[config.mk]
export PLATFORM = sky130hd
export DESIGN_NAME = mux4_rr_sched
export DESIGN_NICKNAME = d
export VERILOG_FILES = /design/src/rtl/mux4_rr_sched_pkg.sv /design/src/rtl/mux4_rr_sched_mux4_1.sv /design/src/rtl/mux4_rr_sched.sv
export SDC_FILE = /design/constraint.sdc
export NUM_CORES = 1
export LEC_CHECK = 0
export CAP_MARGIN = 20
export CORE_UTILIZATION = 43
export CTS_BUF_LIST = sky130_fd_sc_hd__clkbuf_16
export DETAILED_ROUTE_END_ITERATION = 8
export PLACE_DENSITY_LB_ADDON = 0.12
export SYNTH_ARGS = -nofsm -noshare
export SYNTH_HDL_FRONTEND = slang
export SYNTH_SLANG_ARGS = --single-unit
[constraint.sdc]
create_clock -name clk -period 3.8 [get_ports clk]
set_input_delay 0.76 -clock clk [delete_from_list [all_inputs] [get_ports clk]]
set_output_delay 0.76 -clock clk [all_outputs]
set_load 0.005 [all_outputs]
[src/rtl/mux4_rr_sched_pkg.sv]
// Shared types and helpers for the four-requester round-robin mux scheduler.
package mux4_rr_sched_pkg;

  localparam int NUM_REQ = 4;
  localparam int SEL_W   = 2;

  typedef enum logic {
    IDLE  = 1'b0,
    GRANT = 1'b1
  } state_t;

  // Index of the first set bit of req, searching from last+1 upward modulo NUM_REQ.
  // The loop runs from lowest to highest priority, so the last hit is the winner.
  function automatic logic [SEL_W-1:0] rr_pick(input logic [NUM_REQ-1:0] req,
                                               input logic [SEL_W-1:0]   last);
    logic [SEL_W-1:0] idx;
    rr_pick = last;
    for (int k = NUM_REQ; k >= 1; k--) begin
      idx = last + SEL_W'(k);
      if (req[idx]) rr_pick = idx;
    end
  endfunction

  function automatic logic [NUM_REQ-1:0] onehot(input logic [SEL_W-1:0] idx);
    onehot = NUM_REQ'(1) << idx;
  endfunction

endpackage

[src/rtl/mux4_rr_sched_mux4_1.sv]
// Plain 4:1 mux of 2-bit words; {sel2,sel1}=i selects in(i+1).
module mux4_1 (
  input  logic [1:0] in1,
  input  logic [1:0] in2,
  input  logic [1:0] in3,
  input  logic [1:0] in4,
  input  logic       sel1,
  input  logic       sel2,
  output logic [1:0] out
);

  always_comb begin
    out = in1;
    case ({sel2, sel1})
      2'd0: out = in1;
      2'd1: out = in2;
      2'd2: out = in3;
      2'd3: out = in4;
      default: out = in1;
    endcase
  end

endmodule

[src/rtl/mux4_rr_sched.sv]
// Round-robin scheduler sharing one mux4_1 among four requesters, with bursts of up to
// MAX_BURST beats per grant and a valid/ready output port.
module mux4_rr_sched
  import mux4_rr_sched_pkg::*;
#(
  parameter int MAX_BURST = 4,
  parameter int CNT_W     = 2
) (
  input  logic               clk,
  input  logic               rst_n,
  input  logic [NUM_REQ-1:0] req,
  input  logic [1:0]         in1,
  input  logic [1:0]         in2,
  input  logic [1:0]         in3,
  input  logic [1:0]         in4,
  output logic [NUM_REQ-1:0] gnt,
  output logic [NUM_REQ-1:0] ack,
  output logic               sel1,
  output logic               sel2,
  output logic               out_valid,
  input  logic               out_ready,
  output logic [1:0]         out_data
);

  localparam logic [CNT_W:0] BURST_LIM = (CNT_W+1)'(MAX_BURST);

  state_t           state;
  logic [SEL_W-1:0] sel;
  logic [SEL_W-1:0] last;
  logic [SEL_W-1:0] pick;
  logic [CNT_W-1:0] cnt;
  logic [CNT_W:0]   cnt_inc;
  logic             accept;

  assign pick    = rr_pick(req, last);
  assign cnt_inc = {1'b0, cnt} + 1'b1;

  // gnt is zero outside GRANT, so masking with it also qualifies on state.
  assign out_valid = |(gnt & req);
  assign accept    = out_valid & out_ready;
  assign ack       = accept ? gnt : '0;

  assign sel1 = sel[0];
  assign sel2 = sel[1];

  always_ff @(posedge clk or negedge rst_n) begin
    if (!rst_n) begin
      state <= IDLE;
      gnt   <= '0;
      sel   <= '0;
      last  <= SEL_W'(NUM_REQ-1);
      cnt   <= '0;
    end else begin
      case (state)
        IDLE: begin
          if (|req) begin
            state <= GRANT;
            gnt   <= onehot(pick);
            sel   <= pick;
            last  <= pick;
            cnt   <= '0;
          end
        end
        GRANT: begin
          if (!out_valid) begin
            // Requester withdrew before its beat was taken; pointer already moved on.
            state <= IDLE;
            gnt   <= '0;
            cnt   <= '0;
          end else if (accept) begin
            if (cnt_inc < BURST_LIM) begin
              cnt <= cnt_inc[CNT_W-1:0];
            end else begin
              state <= IDLE;
              gnt   <= '0;
              cnt   <= '0;
            end
          end
        end
        default: begin
          state <= IDLE;
          gnt   <= '0;
          cnt   <= '0;
        end
      endcase
    end
  end

  mux4_1 u_mux (
    .in1  (in1),
    .in2  (in2),
    .in3  (in3),
    .in4  (in4),
    .sel1 (sel1),
    .sel2 (sel2),
    .out  (out_data)
  );

endmodule

==> results.cfg <==
[detailed_routing]
wl_per_cell_um = 15.2
drc = 0
routed_wl_mm = 1.64
drt_pass1_iterations = 4
first_iter_violations = 11
viasPerCell = 5.71
antenna_left = 0
dr_total_vias = 617

[layout]
ff_latch_area_um2 = 278
drive_above_1_share_pct = 11.8
n_antenna_cell = 0
n_fill_cell = 101
final_area_um2 = 1010
fin_nets = 110
multi_input_area_um2 = 358
syn_to_final_growth_pct = 57.7
fin_cells = 108

[clock_tree]
cts_tree = done
path_clk_slew_ns = 0.04
cts_root_buffer = clkbuf_16
clk_latency_ns = 0.24
post_cts_resized = 0
h-tree-depth = 1
hold_buffers = 0
clkSinkCount = 11
cts_buffers = 3
clockBufferDepth = 2
post_cts_buffers = 0

[timing]
skew_ns = 0.000798
setup_tns_ns = 0
fmax_mhz = 322
holdWs_ns = 0.486
slew-limit-headroom_pct = 59.0
worstMarginPinSlew_ns = 0.610
slew_viol_final = 0
rsz0062_at_grt = no
setup_viol = 0
final-hold-violation-count = 0
period_minus_slack_ns = 3.10
finalCritPeriodShare_pct = 81.7

[floorplanning]
dieWidth_um = 40.6
core_um2 = 1350
die_area_um2 = 1650
initial_core_util_pct = 47.4
rows = 13
io_pins = 28
die_h_um = 40.6

[worst_hold_path]
holdCritStartpoint = cnt[1]$_DFFE_PN0P_
holdPathEnd = cnt[1]$_DFFE_PN0P_
hp-class = reg -> reg
whs_path_depth = 1

[run]
cap_violations = 0

[grt]
grt_max_degree = 12
antenna_found_initial = 0
gr-usage-all-layers_pct = 21.1
overflow = 0
grt_pass1_wl_mm = 2.11
grt_pass1_vias = 474

[setup_path]
required_ns = 3.04
cp-end-kind = primary output
cp.arrival_ns = 2.34
worstSetupStartpointType = primary input
reg2reg_to = gnt[0]$_DFFE_PN0P_
cp_max_fo = 6
rr_startpoint = last[0]$_DFFE_PN1P_
critPathKind = in -> out
ff2ff_path_depth = 4
r2r_slack_ns = 2.16

[logic_synthesis]
synth.avg_cell_area_um2 = 10.3
yosys_warnings = 0
ys_seq_area_share_pct = 43.4
synth_edf_count = 0
syn_nets = 78
async_reset_ff_share_pct = 100
synth-seq-cells = 11
syn_inst = 62
synthFlopType = dfrtp_1
syn-cell-area_um2 = 639
synth.distinct_cells = 26

[power_and_ir_drop]
p_leak_nw = 0.431
peakVddDrop_mv = 0.516
power_density_nw_per_um2 = 777

[place]
portBuffers = 27
placed_cell_area_um2 = 928
dpl.hpwl_mm = 1.23
dp.cells = 104
place_congestion = 0.701

[status]
status = finished clean
-- synth_stat cells, drive strengths merged (3+ instances only) --
cell | instances | area [µm²]
a21oi | 3 | 15.0
and3 | 5 | 31.3
dfrtp | 9 | 225
nand2 | 5 | 18.8
nand2b | 4 | 32.5
nor2 | 5 | 18.8
o21ai | 3 | 15.0
o2bb2ai | 6 | 52.6
-- flip-flops by register name, summed over array words and instances, names as in the netlist --
name   count
cnt        2
gnt        4
last       2
sel        2
state      1
-- metrics by stage --
| step | setup WS (ns) | utilization (%) | total power, W |
|---|---|---|---|
| after floorplan | 1.76 | - | 0.000413 |
| after global placement | 0.737 | 68.8 | 0.000586 |
| after detailed placement | 0.701 | 68.8 | 0.000592 |
| after CTS | 0.701 | 74.7 | 0.000789 |
| after global routing | 0.607 | 74.7 | 0.000829 |
| final | 0.697 | 74.7 | 0.000784 |
-- report_power, final --
part | total (W) | internal (W) | switching [W]
Sequential | 0.000245 | 0.000179 | 0.0000666
Clock | 0.000192 | 0.000139 | 0.0000528
Combinational | 0.000346 | 0.000210 | 0.000137
Total | 0.000784 | 0.000528 | 0.000256
-- worst max-delay path by stage --
stage               startpoint     end  slack (ns)  depth (start not counted)
finish                  req[1]  ack[0]        0.70                          5
global route            req[1]  ack[0]        0.61                          5
CTS                     req[1]  ack[0]        0.70                          5
detailed placement      req[1]  ack[0]        0.70                          5
global placement        req[1]  ack[3]        0.74                          5
floorplan               req[0]  ack[0]        1.76                          3
-- layer usage --
metal	GRT usage (%)	vias to the layer above	share of wire [%]	wire [µm]
met5	0	-	0	0
li1	-	301	-	-
met4	9.17	0	0.18	3
met2	32.5	13	51	831
met3	8.33	2	5.3	87
met1	26.0	301	44	717
-- layout by cell type, fill, tap and decap left out --
cell type	n
clkdlybuf4s50_1	27
dfrtp_1	9
o2bb2ai_1	6
nand2_1	5
and3_1	5
nor2_1	5
nand2b_1	3
o21ai_0	3
a21oi_1	3
clkbuf_16	3
a22oi_1	2
mux4_2	2
o22ai_1	2
o21a_1	2
dfstp_2	2
nor4_1	1
and2_1	1
a21bo_2	1
inv_1	1
nand2b_4	1
a32o_1	1
nor2b_1	1
or4_4	1
and2b_1	1
or3_1	1
nand3_1	1
nor3_1	1
ha_1	1
clkinv_2	1
-- worst max-delay path: stages --
cell	delay, ns
clkdlybuf4s50_1	0.53
a22oi_1	0.24
nand2_1	0.14
and3_1	0.21
clkdlybuf4s50_1	0.45
-- cells by family (layout without fill, tap and decap cells) --
group                    after synthesis  after routing  synth area share (%)
AND/OR/NAND/NOR                       27             27                  24.3
AO/OA/AOI/OAI                         20             20                  22.7
flip-flops                            11             11                  43.4
multiplexers                           2              2                  7.04
adder cells (fa/ha/maj)                1              1                  1.96
buffers and inverters                  1             32                 0.587
-- final cells by class --
class	count	share of cell area, %
clock buffer	3	7.44
sequential	11	27.5
tap	15	1.86
timing repair buffer	27	26.8
inverter	1	0.372
clock inverter	1	0.496
multi-input combinational	50	35.5
(Power assumes the default switching activity.)
